==> src/rtl/battle_front_scan.sv <==
// Sequential front-line scanner: walks every friendly/enemy slot once, tracks the
// most advanced live unit on each side, then applies the margin and engagement test.
module battle_front_scan #(
   parameter int NUM_SLOTS   = 16,
   parameter int LOC_W       = 9,
   parameter int TYPE_W      = 2,
   parameter int MARGIN      = 10,
   parameter int ENGAGE_DIST = 20,
   localparam int IDX_W      = $clog2(NUM_SLOTS)
) (
   input  logic                        clk,
   input  logic                        rst,
   input  logic                        Start,
   input  logic                        Ack,
   input  logic [NUM_SLOTS*LOC_W-1:0]  unitLoc,
   input  logic [NUM_SLOTS*TYPE_W-1:0] unitType,
   input  logic [NUM_SLOTS*LOC_W-1:0]  enemyLoc,
   input  logic [NUM_SLOTS*TYPE_W-1:0] enemyType,
   output logic [LOC_W-1:0]            friendlyFront,
   output logic [LOC_W-1:0]            enemyFront,
   output logic [IDX_W:0]              unitDamageSelect,
   output logic [IDX_W:0]              enemyDamageSelect,
   output logic [IDX_W:0]              unitCount,
   output logic [IDX_W:0]              enemyCount,
   output logic                        engaged,
   output logic                        Done
);

   localparam int                EXT_W      = LOC_W + 2;
   localparam logic [LOC_W-1:0]  FIELD_MAX  = {LOC_W{1'b1}};
   localparam logic [IDX_W:0]    TOWER      = {1'b1, {IDX_W{1'b0}}};
   localparam logic [IDX_W:0]    SCAN_END   = (IDX_W+1)'(NUM_SLOTS);
   localparam logic [LOC_W-1:0]  MARGIN_L   = LOC_W'(MARGIN);
   localparam logic [EXT_W-1:0]  MARGIN_X   = EXT_W'(MARGIN);
   localparam logic [EXT_W-1:0]  ENGAGE_X   = EXT_W'(ENGAGE_DIST);
   localparam logic [EXT_W-1:0]  FIELD_X    = EXT_W'(FIELD_MAX);

   typedef enum logic [1:0] {IDLE, SCAN, ADJUST, DONE} state_t;

   logic [LOC_W-1:0] unit_loc  [NUM_SLOTS];
   logic [LOC_W-1:0] enemy_loc [NUM_SLOTS];
   logic [NUM_SLOTS-1:0] unit_live, enemy_live;

   generate
      for (genvar gi = 0; gi < NUM_SLOTS; gi++) begin : g_slot
         assign unit_loc[gi]   = unitLoc[gi*LOC_W +: LOC_W];
         assign enemy_loc[gi]  = enemyLoc[gi*LOC_W +: LOC_W];
         assign unit_live[gi]  = |unitType[gi*TYPE_W +: TYPE_W];
         assign enemy_live[gi] = |enemyType[gi*TYPE_W +: TYPE_W];
      end
   endgenerate

   state_t            state_q, state_d;
   logic [IDX_W:0]    idx_q, idx_d;
   logic [LOC_W-1:0]  raw_friendly_q, raw_friendly_d, raw_enemy_q, raw_enemy_d;
   logic [IDX_W:0]    acc_unit_sel_q, acc_unit_sel_d, acc_enemy_sel_q, acc_enemy_sel_d;
   logic [IDX_W:0]    acc_unit_cnt_q, acc_unit_cnt_d, acc_enemy_cnt_q, acc_enemy_cnt_d;
   logic [LOC_W-1:0]  friendly_front_q, friendly_front_d, enemy_front_q, enemy_front_d;
   logic [IDX_W:0]    unit_sel_q, unit_sel_d, enemy_sel_q, enemy_sel_d;
   logic [IDX_W:0]    unit_cnt_q, unit_cnt_d, enemy_cnt_q, enemy_cnt_d;
   logic              engaged_q, engaged_d, done_q, done_d;

   logic [IDX_W-1:0]  slot_idx;
   logic [EXT_W-1:0]  f_ext, e_ext, gap;

   always_comb begin
      state_d          = state_q;
      idx_d            = idx_q;
      raw_friendly_d   = raw_friendly_q;
      raw_enemy_d      = raw_enemy_q;
      acc_unit_sel_d   = acc_unit_sel_q;
      acc_enemy_sel_d  = acc_enemy_sel_q;
      acc_unit_cnt_d   = acc_unit_cnt_q;
      acc_enemy_cnt_d  = acc_enemy_cnt_q;
      friendly_front_d = friendly_front_q;
      enemy_front_d    = enemy_front_q;
      unit_sel_d       = unit_sel_q;
      enemy_sel_d      = enemy_sel_q;
      unit_cnt_d       = unit_cnt_q;
      enemy_cnt_d      = enemy_cnt_q;
      engaged_d        = engaged_q;
      done_d           = done_q;
      slot_idx         = idx_q[IDX_W-1:0];
      f_ext            = {2'b00, raw_friendly_q};
      e_ext            = {2'b00, raw_enemy_q};
      gap              = f_ext - e_ext;

      case (state_q)
         IDLE: begin
            if (Start) begin
               state_d          = SCAN;
               idx_d            = '0;
               raw_friendly_d   = FIELD_MAX;
               raw_enemy_d      = '0;
               acc_unit_sel_d   = TOWER;
               acc_enemy_sel_d  = TOWER;
               acc_unit_cnt_d   = '0;
               acc_enemy_cnt_d  = '0;
               friendly_front_d = FIELD_MAX;
               enemy_front_d    = '0;
               unit_sel_d       = TOWER;
               enemy_sel_d      = TOWER;
               unit_cnt_d       = '0;
               enemy_cnt_d      = '0;
               engaged_d        = 1'b0;
            end
         end
         SCAN: begin
            // The index runs one past the last slot so the hand-off costs a cycle.
            if (idx_q == SCAN_END) begin
               state_d = ADJUST;
            end else begin
               idx_d = idx_q + 1'b1;
               if (unit_live[slot_idx]) begin
                  acc_unit_cnt_d = acc_unit_cnt_q + 1'b1;
                  if (unit_loc[slot_idx] < raw_friendly_q) begin
                     raw_friendly_d = unit_loc[slot_idx];
                     acc_unit_sel_d = {1'b0, slot_idx};
                  end
               end
               if (enemy_live[slot_idx]) begin
                  acc_enemy_cnt_d = acc_enemy_cnt_q + 1'b1;
                  if (enemy_loc[slot_idx] > raw_enemy_q) begin
                     raw_enemy_d     = enemy_loc[slot_idx];
                     acc_enemy_sel_d = {1'b0, slot_idx};
                  end
               end
            end
         end
         ADJUST: begin
            state_d          = DONE;
            done_d           = 1'b1;
            friendly_front_d = (f_ext < MARGIN_X) ? '0 : raw_friendly_q - MARGIN_L;
            enemy_front_d    = ((e_ext + MARGIN_X) > FIELD_X) ? FIELD_MAX : raw_enemy_q + MARGIN_L;
            unit_sel_d       = acc_unit_sel_q;
            enemy_sel_d      = acc_enemy_sel_q;
            unit_cnt_d       = acc_unit_cnt_q;
            enemy_cnt_d      = acc_enemy_cnt_q;
            engaged_d        = (acc_unit_cnt_q != '0) && (acc_enemy_cnt_q != '0) &&
                               ((raw_friendly_q <= raw_enemy_q) || (gap <= ENGAGE_X));
         end
         DONE: begin
            if (Ack) begin
               state_d = IDLE;
               done_d  = 1'b0;
            end
         end
         default: begin
            state_d = IDLE;
            done_d  = 1'b0;
         end
      endcase
   end

   always_ff @(posedge clk or negedge rst) begin
      if (!rst) begin
         state_q          <= IDLE;
         idx_q            <= '0;
         raw_friendly_q   <= FIELD_MAX;
         raw_enemy_q      <= '0;
         acc_unit_sel_q   <= TOWER;
         acc_enemy_sel_q  <= TOWER;
         acc_unit_cnt_q   <= '0;
         acc_enemy_cnt_q  <= '0;
         friendly_front_q <= FIELD_MAX;
         enemy_front_q    <= '0;
         unit_sel_q       <= TOWER;
         enemy_sel_q      <= TOWER;
         unit_cnt_q       <= '0;
         enemy_cnt_q      <= '0;
         engaged_q        <= 1'b0;
         done_q           <= 1'b0;
      end else begin
         state_q          <= state_d;
         idx_q            <= idx_d;
         raw_friendly_q   <= raw_friendly_d;
         raw_enemy_q      <= raw_enemy_d;
         acc_unit_sel_q   <= acc_unit_sel_d;
         acc_enemy_sel_q  <= acc_enemy_sel_d;
         acc_unit_cnt_q   <= acc_unit_cnt_d;
         acc_enemy_cnt_q  <= acc_enemy_cnt_d;
         friendly_front_q <= friendly_front_d;
         enemy_front_q    <= enemy_front_d;
         unit_sel_q       <= unit_sel_d;
         enemy_sel_q      <= enemy_sel_d;
         unit_cnt_q       <= unit_cnt_d;
         enemy_cnt_q      <= enemy_cnt_d;
         engaged_q        <= engaged_d;
         done_q           <= done_d;
      end
   end

   assign friendlyFront     = friendly_front_q;
   assign enemyFront        = enemy_front_q;
   assign unitDamageSelect  = unit_sel_q;
   assign enemyDamageSelect = enemy_sel_q;
   assign unitCount         = unit_cnt_q;
   assign enemyCount        = enemy_cnt_q;
   assign engaged           = engaged_q;
   assign Done              = done_q;

endmodule

==> config.mk <==
export PLATFORM = sky130hd
export DESIGN_NAME = battle_front_scan
export DESIGN_NICKNAME = d
export VERILOG_FILES = /design/src/rtl/battle_front_scan.sv
export SDC_FILE = /design/constraint.sdc
export NUM_CORES = 1
export LEC_CHECK = 0
export ABC_AREA = 1
export BUFFER_PORTS_ARGS = -buffer_cell sky130_fd_sc_hd__buf_2
export CORE_ASPECT_RATIO = 1.1
export CORE_MARGIN = 2
export CORE_UTILIZATION = 28
export CTS_CLUSTER_DIAMETER = 50
export DETAILED_ROUTE_END_ITERATION = 8
export SYNTH_ARGS = -nofsm -noshare
export SYNTH_HDL_FRONTEND = slang
export SYNTH_SLANG_ARGS = --single-unit
==> constraint.sdc <==
create_clock -name clk -period 5.68 [get_ports clk]
set_clock_uncertainty 0.05 [all_clocks]
set_input_delay 1.136 -clock clk [delete_from_list [all_inputs] [get_ports clk]]
set_output_delay 1.136 -clock clk [all_outputs]
set_load 0.005 [all_outputs]
==> flow_summary.ini <==
[timing]
setup_viol = 0
finalMaxSlewViolations = 0
fin_crit_sh_pct = 70.2
finalSetupTns_ns = 0
worst_slack_ns = 1.69
fmax_mhz = 251
tightest_slew_ns = 0.927
maxSlewHeadroom_pct = 38.1
hold_viol_final = 0
hold_ws_ns = 0.426
rsz0062_at_grt = false
min_period_ns = 3.99

[setup_path]
start_kind = flip-flop
crit_required_ns = 5.91
cp_cell_sequence = nand2_1 > inv_2 > buf_4 > a22oi_1 > o21ai_0 > nand2_1 > nand4_1 > inv_1 > ha_1 > nand4_1 > nand2_1 > nor3_4 > nand3_1 > nand2_1
cp-end-kind = flip-flop
crit_path_frequent_cell = nand2_1
crit_arrival_ns = 4.22
rr_endpoint = raw_enemy_q[8]$_DFFE_PN0P_
reg2reg_slack_ns = 1.69
rr_startpoint = idx_q[1]$_DFFE_PN0P_
path_class = reg2reg
crit_fanout = 44
crit_path_top_delay_cell = dfrtp_1
cpPeakStageDelay_ns = 0.69
reg2reg_depth = 14

[grt]
grt_pass1_wl_mm = 51.4
grt_max_degree = 87
grtUsageTotal_pct = 23.6
grt_pass1_vias = 8857
grt_antenna_before_repair = 3
grt_overflow = 0

[yosys]
ys_seq_area_share_pct = 28.8
synth_seq_cells = 85
syn_inst = 1130
yosysWarnings = 0
synth_flop_cell = dfrtp_1
netlist_area_um2 = 7480
synth-async-reset-ratio_pct = 100
synth_edf_count = 0
synth_area_per_cell_um2 = 6.62
postSynthNetCount = 1524
yosysUniqueCellTypes = 43

[placed_design]
dp_slack_ns = 1.70
dpl.hpwl_mm = 27.8
gp_congestion = 0.917
portBuffers = 395
dpl-instance-area_um2 = 9670

[clock_tree]
hold_buffers = 0
cts_root_buffer = clkbuf_16
cts_setup_buffers = 0
cts_tree = done
clockBufferDepth = 2
clock-sinks = 85
insertion_delay_ns = 0.35
numCtsBuffers = 9
ctsResizeCount = 0
htree_levels = 3
clk_pin_slew_ns = 0.07

[worst_hold_path]
worstHoldEndpoint = enemyFront[0]$_DFFE_PN0P_
min_path_type = reg2reg
hold_path_depth = 2
min_from = enemyFront[0]$_DFFE_PN0P_

[floorplan]
dieWidth_um = 160
design.die.area_um2 = 28000
die_h_um = 175
ioPinCount = 396
start_util_pct = 28.5
core_region_area_um2 = 26200
rows = 62

[cells_and_area]
area_growth_pct = 33.7
final_core_util_pct = 38.1
layout-drive-gt1-share_pct = 31.7
fin_nets = 1874
fin_area_um2 = 10000

[power_and_ir_drop]
power_density_nw_per_um2 = 471
power_leakage_nw = 5.15
worst_ir_drop_vdd_mv = 0.189

[drt]
wire_per_inst_um = 18.7
firstDrtPassIters = 5
antenna_left = 0
route.vias.total = 9311
postRouteWirelength_mm = 34.4
drt_iter0_markers = 568
viasPerCell = 5.07
drcViolationCount = 0

[job]
maxCapViolations = 0

[outcome]
status = finished, final reports clean
## registers in the layout (all words and copies together), names as in the netlist, 9 cells and up
register,cells
raw_friendly_q,9
enemyFront,9
raw_enemy_q,9
friendlyFront,9
## final cells by class
| type | instances | area (µm²) |
|---|---|---|
| Clock buffer | 10 | 239 |
| Antenna cell | 1 | 2.50 |
| Sequential cell | 85 | 2160 |
| Tap cell | 352 | 440 |
| Multi-Input combinational cell | 893 | 4690 |
| Clock inverter | 6 | 93.8 |
| Inverter | 86 | 328 |
| Timing Repair Buffer | 405 | 2050 |
| Fill cell | 2974 | 16200 |
## stage by stage
stage	total power, W	std cells
final	0.00471	1838
after CTS	0.00474	1837
after floorplan	0.00314	1130
after global routing	0.00520	1837
after global placement	0.00405	1821
after detailed placement	0.00408	1821
## critical path: cells and delay by family (launching register included)
family                     cells  cell delay (ns)
buffers and inverters          3             1.11
and+or+nand+nor                8             1.35
adders and majority gates      1             0.26
AOI/OAI and AO/OA              2             0.42
DFF                            1             0.69
## metal layers
metal	track usage [%]	vias to the layer above	share of wire (%)
li1	-	4561	-
met1	30.9	4352	42
met2	40.7	359	49
met3	4.46	35	6.8
met4	5.03	4	1.7
met5	0	-	0.079
## kinds of logic after synthesis
family                     share of synthesized area [%]
AOI/OAI and AO/OA                                   25.5
xor gates and xnor gates                            1.17
adders and majority gates                           6.36
buffers and inverters                               8.63
DFF                                                 28.8
and+or+nand+nor                                     29.5
## synthesized netlist by cell type (10+ instances only)
cell / instances / area, µm²
nand2_1: 275 / 1030
a22o_1: 10 / 87.6
inv_1: 79 / 297
a21oi_1: 34 / 170
clkbuf_1: 40 / 150
dfstp_2: 22 / 578
nor2_1: 124 / 465
nand3_1: 66 / 330
a22oi_1: 68 / 510
buf_2: 11 / 55.1
nand4_1: 26 / 163
xor2_1: 10 / 87.6
o21ai_0: 190 / 951
ha_1: 38 / 475
dfrtp_1: 63 / 1580
o21ai_1: 12 / 60.1
## power by group
group	internal [W]	switching, W
registers	0.000842	0.000197
clock network	0.000401	0.000253
logic	0.00102	0.00201
## cells in the final DEF, fill, tap and decap left out, types with 11 or more instances in the layout
cell and n:
buf_2 394, ha_1 38, nand4_1 26, dfstp_2 22, nand2_1 275, nor2_1 121
o21ai_0 190, nand3_1 66, dfrtp_1 62, o21ai_1 12, a22oi_1 68, inv_1 79
a21oi_1 34, buf_4 11
## how the worst max path moves through the flow
stage / start / endpoint / slack [ns]
after floorplan: enemyLoc[143] / acc_enemy_sel_q[0]$_DFFE_PN0P_ / 2.72
after global placement: idx_q[1]$_DFFE_PN0P_ / raw_enemy_q[8]$_DFFE_PN0P_ / 1.73
after detailed placement: idx_q[1]$_DFFE_PN0P_ / raw_enemy_q[8]$_DFFE_PN0P_ / 1.70
after CTS: idx_q[1]$_DFFE_PN0P_ / raw_enemy_q[8]$_DFFE_PN0P_ / 1.68
after global routing: idx_q[1]$_DFFE_PN0P_ / raw_enemy_q[8]$_DFFE_PN0P_ / 1.35
final: idx_q[1]$_DFFE_PN0P_ / raw_enemy_q[8]$_DFFE_PN0P_ / 1.69
No activity file was read; power rests on OpenSTA's default activity.
